File: src/rtl/matmul_pkg.sv
// Shared state encoding and index/address helpers for the matrix-multiply sequencer.
// The accumulate-mode states are only reachable when MATMUL_ACC_EN is defined.
package matmul_pkg;

    typedef enum logic [3:0] {
        ST_IDLE,
        ST_CLR,
        ST_CRD,
        ST_CLD,
        ST_RD,
        ST_LD,
        ST_SH,
        ST_ACC,
        ST_WR,
        ST_DONE
    } state_t;

    // A counter over n values needs at least one bit, even when n is 1.
    function automatic int cnt_width(input int n);
        return (n <= 1) ? 1 : $clog2(n);
    endfunction

    function automatic logic [31:0] row_major(
        input logic [31:0] row,
        input logic [31:0] col,
        input int unsigned ncols
    );
        return row * ncols + col;
    endfunction

endpackage

File: src/rtl/matmul_idx_cnt.sv
// Nested i/j/k loop counters for the sequencer: k is the inner-product index,
// and (i,j) walks the output matrix row-major with j fastest.
module matmul_idx_cnt
    import matmul_pkg::*;
#(
    parameter int M = 4,
    parameter int N = 4,
    parameter int P = 4
) (
    input  logic                       clk,
    input  logic                       rst,
    input  logic                       clr,
    input  logic                       inc_k,
    input  logic                       next_elem,
    output logic [cnt_width(M)-1:0]    i,
    output logic [cnt_width(P)-1:0]    j,
    output logic [cnt_width(N)-1:0]    k,
    output logic                       last_k,
    output logic                       last_elem
);

    localparam int IW = cnt_width(M);
    localparam int JW = cnt_width(P);
    localparam int KW = cnt_width(N);

    always_ff @(posedge clk or negedge rst) begin
        if (!rst) begin
            i <= '0;
            j <= '0;
            k <= '0;
        end else if (clr) begin
            i <= '0;
            j <= '0;
            k <= '0;
        end else if (next_elem) begin
            k <= '0;
            if (j == JW'(P - 1)) begin
                j <= '0;
                i <= (i == IW'(M - 1)) ? '0 : i + 1'b1;
            end else begin
                j <= j + 1'b1;
            end
        end else if (inc_k) begin
            k <= k + 1'b1;
        end
    end

    assign last_k    = (k == KW'(N - 1));
    assign last_elem = (i == IW'(M - 1)) && (j == JW'(P - 1));

endmodule

File: src/rtl/matmul_seq_ctrl.sv
// Sequencing controller for C = A x B over single-port synchronous memories.
// Define MATMUL_ACC_EN to add accumulate mode (C += A x B) with acc_mode/acc_ld ports.
module matmul_seq_ctrl
    import matmul_pkg::*;
#(
    parameter int M           = 4,
    parameter int N           = 4,
    parameter int P           = 4,
    parameter int SHIFT_STEPS = 4,
    parameter int AW          = 8
) (
    input  logic                                clk,
    input  logic                                rst,
    input  logic                                start,
`ifdef MATMUL_ACC_EN
    input  logic                                acc_mode,
`endif
    output logic                                mem_a_rd,
    output logic                                mem_b_rd,
    output logic                                mem_c_rd,
    output logic                                mem_c_wr,
    output logic [AW-1:0]                       addr_a,
    output logic [AW-1:0]                       addr_b,
    output logic [AW-1:0]                       addr_c,
    output logic                                mult_ld,
    output logic [cnt_width(SHIFT_STEPS)-1:0]   shift_cnt,
    output logic                                acc_clr,
`ifdef MATMUL_ACC_EN
    output logic                                acc_ld,
`endif
    output logic                                acc_en,
    output logic                                busy,
    output logic                                done
);

    localparam int SW = cnt_width(SHIFT_STEPS);
    localparam int IW = cnt_width(M);
    localparam int JW = cnt_width(P);
    localparam int KW = cnt_width(N);

    state_t        state;
    state_t        nxt;
    logic [IW-1:0] i;
    logic [JW-1:0] j;
    logic [KW-1:0] k;
    logic          last_k;
    logic          last_elem;
    logic          elem_first_rd;

    logic [AW-1:0] addr_a_cur, addr_b_cur, addr_c_cur;
    logic [AW-1:0] addr_a_q, addr_b_q, addr_c_q;
    logic          c_addr_active;

`ifdef MATMUL_ACC_EN
    logic          acc_latched;
`endif

    matmul_idx_cnt #(
        .M (M),
        .N (N),
        .P (P)
    ) u_idx (
        .clk       (clk),
        .rst       (rst),
        .clr       (state == ST_IDLE),
        .inc_k     ((state == ST_ACC) && !last_k),
        .next_elem (state == ST_WR),
        .i         (i),
        .j         (j),
        .k         (k),
        .last_k    (last_k),
        .last_elem (last_elem)
    );

`ifdef MATMUL_ACC_EN
    assign elem_first_rd = acc_latched;
`else
    assign elem_first_rd = 1'b0;
`endif

    always_comb begin
        nxt = state;
        unique case (state)
            ST_IDLE: begin
                if (start) begin
`ifdef MATMUL_ACC_EN
                    nxt = acc_mode ? ST_CRD : ST_CLR;
`else
                    nxt = ST_CLR;
`endif
                end
            end
            ST_CLR:  nxt = ST_RD;
`ifdef MATMUL_ACC_EN
            ST_CRD:  nxt = ST_CLD;
            ST_CLD:  nxt = ST_RD;
`endif
            ST_RD:   nxt = ST_LD;
            ST_LD:   nxt = ST_SH;
            ST_SH:   nxt = (shift_cnt == SW'(SHIFT_STEPS - 1)) ? ST_ACC : ST_SH;
            ST_ACC:  nxt = last_k ? ST_WR : ST_RD;
            ST_WR: begin
                if (last_elem)          nxt = ST_DONE;
                else if (elem_first_rd) nxt = ST_CRD;
                else                    nxt = ST_CLR;
            end
            ST_DONE: nxt = ST_IDLE;
            default: nxt = ST_IDLE;
        endcase
    end

    // Strobes are registered from the next state so they line up with the state register.
    always_ff @(posedge clk or negedge rst) begin
        if (!rst) begin
            state     <= ST_IDLE;
            mem_a_rd  <= 1'b0;
            mem_b_rd  <= 1'b0;
            mem_c_wr  <= 1'b0;
            mult_ld   <= 1'b0;
            shift_cnt <= '0;
            acc_clr   <= 1'b0;
            acc_en    <= 1'b0;
            busy      <= 1'b0;
            done      <= 1'b0;
`ifdef MATMUL_ACC_EN
            mem_c_rd    <= 1'b0;
            acc_ld      <= 1'b0;
            acc_latched <= 1'b0;
`endif
        end else begin
            state     <= nxt;
            mem_a_rd  <= (nxt == ST_RD);
            mem_b_rd  <= (nxt == ST_RD);
            mem_c_wr  <= (nxt == ST_WR);
            mult_ld   <= (nxt == ST_LD);
            shift_cnt <= (state == ST_SH && nxt == ST_SH) ? shift_cnt + 1'b1 : '0;
            acc_clr   <= (nxt == ST_CLR);
            acc_en    <= (nxt == ST_ACC);
            busy      <= (nxt != ST_IDLE);
            done      <= (nxt == ST_DONE);
`ifdef MATMUL_ACC_EN
            mem_c_rd  <= (nxt == ST_CRD);
            acc_ld    <= (nxt == ST_CLD);
            if (state == ST_IDLE && start) begin
                acc_latched <= acc_mode;
            end
`endif
        end
    end

`ifndef MATMUL_ACC_EN
    assign mem_c_rd = 1'b0;
`endif

    assign addr_a_cur = AW'(row_major(32'(i), 32'(k), N));
    assign addr_b_cur = AW'(row_major(32'(k), 32'(j), P));
    assign addr_c_cur = AW'(row_major(32'(i), 32'(j), P));

`ifdef MATMUL_ACC_EN
    assign c_addr_active = (state == ST_WR) || (state == ST_CRD);
`else
    assign c_addr_active = (state == ST_WR);
`endif

    // Addresses follow the indices while in use and otherwise replay the last value driven.
    always_ff @(posedge clk or negedge rst) begin
        if (!rst) begin
            addr_a_q <= '0;
            addr_b_q <= '0;
            addr_c_q <= '0;
        end else begin
            if (state == ST_RD) begin
                addr_a_q <= addr_a_cur;
                addr_b_q <= addr_b_cur;
            end
            if (c_addr_active) begin
                addr_c_q <= addr_c_cur;
            end
        end
    end

    assign addr_a = (state == ST_RD) ? addr_a_cur : addr_a_q;
    assign addr_b = (state == ST_RD) ? addr_b_cur : addr_b_q;
    assign addr_c = c_addr_active    ? addr_c_cur : addr_c_q;

endmodule
File: config.mk
export PLATFORM = sky130hd
export DESIGN_NAME = matmul_seq_ctrl
export DESIGN_NICKNAME = d
export VERILOG_FILES = /design/src/rtl/matmul_pkg.sv /design/src/rtl/matmul_idx_cnt.sv /design/src/rtl/matmul_seq_ctrl.sv
export SDC_FILE = /design/constraint.sdc
export NUM_CORES = 1
export LEC_CHECK = 0
export ABC_AREA = 1
export BUFFER_PORTS_ARGS = -buffer_cell sky130_fd_sc_hd__buf_2
export CELL_PAD_IN_SITES_DETAIL_PLACEMENT = 1
export CELL_PAD_IN_SITES_GLOBAL_PLACEMENT = 2
export CORE_MARGIN = 2
export CORE_UTILIZATION = 32
export DETAILED_ROUTE_END_ITERATION = 8
export GPL_ROUTABILITY_DRIVEN = 0
export GPL_TIMING_DRIVEN = 0
export PLACE_DENSITY_LB_ADDON = 0.3
export SYNTH_ARGS = -nofsm -noshare
export SYNTH_HDL_FRONTEND = slang
export SYNTH_HIERARCHICAL = 1
export SYNTH_SLANG_ARGS = --single-unit
File: constraint.sdc
create_clock -name clk -period 1.6 [get_ports clk]
set_input_delay 0.16 -clock clk [delete_from_list [all_inputs] [get_ports clk]]
set_output_delay 0.16 -clock clk [all_outputs]
set_load 0.005 [all_outputs]
==> results.md <==
- Status: complete, no violations
- Routed Antenna Nets: 0
- Wirelength per Cell: 11.9 um
- Ports: 38
- Critical path endpoint: addr_b[1]
- Worst hold slack: roughly 19 ps
- GRT met3 Usage: 0.0368
- Root Buffer: clkbuf_8
- Reg2reg path depth: 7
- FILL cells: between 600 and 700
- Grt ovf: 0
- Synth Register Bits: between 40 and 50
- CP max stage delay: 430 ps
- Pre-CTS setup slack: 135 ps
- All-Layer GR Usage: 0.134
- Clock slew at reported path FFs: 80 ps
- Critical Path Start: state[0]$_DFF_PN0_
- Pre-antenna DRT Iters: 3
- H-tree depth: 2
- CP delay by family, top: flip-flops
- Slowest-stage cell, CP: dfrtp_2
- Most Crowded Layer GR: met2
- Synth Warn #: 6
- Net count after synthesis: 198
- Total power: about 1800 uW
- Synth cell types: 16
- Pin count of the biggest net entering global routing: 44
- Worst skew pair latency: 290 ps
- Relative slew slack: 0.360
- Arrival time at the worst endpoint: 1420 ps
- Final setup viols: 0
- Layout cells sized above 1: 0.408
- Period utilization: 0.989
- # diodes: 0
- Count of buffers from port buffering: 36
- Post-Syn Area: between 1500 and 2000 um^2
- Critical Path Fanout Max: 10
- Rows: 26
- Leak Pwr: 0.00130 uW
- Min-delay worst type: in -> async
- Cts hold-fix bufs: 0
- Via count: 1,348
- MaxCap Viol Count: 0
- Final setup skew: roughly 5.8 ps
- CP Depth: 6
- DIE AREA: between 6000 and 7000 um^2
- Met2 GRT Util: 0.233
- Fin cells: between 300 and 400
- Clk sinks: 43
- P per Cell Area: 758 nW/um^2
- Worst r2r src: u_idx/j[0]$_DFFE_PN0P_
- Max Root-Sink Buffers: 2
- CTS tree: done
- Max Slew Vio Count: 0
- Initial drt markers: 33
- Core area: around 5200 um^2
- DRC errors left: 0
- Final worst setup slack: roughly 18 ps
- Worst Setup End Kind: primary output
- Number of global-route vias before repair: between 1,000 and 1,500
- Area grow syn2layout: 34.4%
- CP Buf/Inv Count: 2
- Cts bufs inserted: 5
- DIE HEIGHT: between 70 and 80 um
- Maximum resistive drop on vdd: around 0.36 mV
- Final HPWL DP: roughly 2.5 mm
- Slew @ Worst Pin: approximately 960 ps
- Vias/cell: approximately 4.3
- Post-synthesis sequential area ratio: 0.613
- GR Layer Usage met1: 0.167
- Global-route wire length before repair: between 6 and 7 mm
- Initial antenna violation count: 0
- Initial Utilization: 0.337
- R2r endpoint: busy$_DFF_PN0_
- Worst reg2reg setup slack: between 200 and 250 ps
- Fin crit period: 1580 ps
- Cell Area, Placed: ~2000 um^2
- Cell area after layout: approximately 2400 um^2
- Die Width: 78.1 um
- Cell total after placement: between 200 and 300
- Mapped Avg Cell Area: between 9 and 10 um^2
- Synthesized instance count: ~190
- Fmax: between 0.6 and 0.7 GHz
- WL final: approximately 3.7 mm
- Worst setup path class: reg -> out
- Hold Fails Final Rpt: 0
- WP data required: 1440 ps
- Nets: 251
- Crit-path cells: nor2_4 -> nand2_4 -> buf_6 -> nand2_2 -> o21ai_4 -> buf_2
- Element type at the critical path start: register
- RSZ-0062 raised after global routing: true
## cells by family after synthesis
family / share of synthesized area
buffers and inverters: 0.103
AO/OA/AOI/OAI: 0.0385
flip-flops: 0.613
other: 0.00214
adder cells (fa/ha/maj): 0.0285
AND/OR/NAND/NOR: 0.215
## area by class of cell
type	count	area [um^2]	share of cell area
multi-input combinational	105	637	0.270
inverter	38	153	0.0647
clock inverter	3	20.0	0.00849
timing repair buffer	46	255	0.108
clock buffer	5	68.8	0.0292
tap	70	87.6	0.0371
sequential	43	1080	0.458
buffer	5	57.6	0.0244
## routing by layer
metal	part of all wire	vias up	wire length [um]
met5	0	-	0
met4	0.0064	0	24
met3	0.034	2	129
met2	0.51	20	1910
met1	0.45	657	1680
li1	-	669	-
## metrics by stage
step	util	TNS (ps)
3_3_place_gp	0.389	0
3_5_place_dp	0.389	0
5_1_grt	0.453	-914
2_1_floorplan	-	0
4_1_cts	0.430	-43.2
6_report	0.453	0
## layout by cell type, fill, tap and decap left out, types with 2 or more instances in the layout
cell type	instances
ha_1	4
nand2_1	33
inv_2	3
nand4_1	3
dfrtp_1	40
o21ai_2	4
dfrtp_2	3
o21ai_1	2
nor2_2	7
a21oi_1	2
buf_6	2
clkbuf_8	5
nand2_4	4
nor2_4	6
buf_2	36
nand3_1	7
o21ai_4	4
nor2_1	19
inv_1	33
clkinvlp_4	2
nand2_2	8
buf_4	12
## report_power, final
group	internal (uW)	switching, uW	total (uW)
logic	3.31	22.4	25.7
clock network	304	374	678
registers	1090	0	1090
total	1390	396	1790
## worst min-delay path by stage
stage / cells after the start / from / slack [ps] / to
after global placement: 1 / rst / 370 / addr_c_q[3]$_DFF_PN0_
after detailed placement: 1 / rst / 370 / state[0]$_DFF_PN0_
after global routing: 1 / rst / 80 / addr_b_q[6]$_DFF_PN0_
final: 1 / rst / 20 / shift_cnt[1]$_DFF_PN0_
after floorplan: 0 / rst / -140 / acc_clr$_DFF_PN0_
after CTS: 1 / rst / 60 / shift_cnt[1]$_DFF_PN0_
## synthesized netlist by cell type
cell type  count  area, um^2
o21ai_1       10        50.1
nand3_1        7        35.0
nor2_2         2        12.5
o211ai_1       1        7.51
nand4_1        3        18.8
ha_1           4        50.1
a21oi_1        2        10.0
nand2_2        6        37.5
nor2_4         2        22.5
nor2_1        28         105
inv_1         33         124
buf_4          5        37.5
dfrtp_1       43        1080
nand2_1       39         146
conb_1         1        3.75
inv_2          5        18.8
## flip-flops by register name, indices dropped and copies added (netlist names)
signal	cells
addr_a_q	8
addr_b_q	8
addr_c_q	8
state	4
shift_cnt	2
u_idx/i	2
u_idx/j	2
u_idx/k	2
acc_clr	1
acc_en	1
busy	1
done	1
mem_b_rd	1
mem_c_wr	1
mult_ld	1
## what timing repair did
action,4_1_cts,5_1_grt
pin swaps,3,3
cloned,1,0
buffers inserted,7,2
resized for setup,21,28
endpoints found under the setup margin,24,24
(Power assumes the default switching activity.)
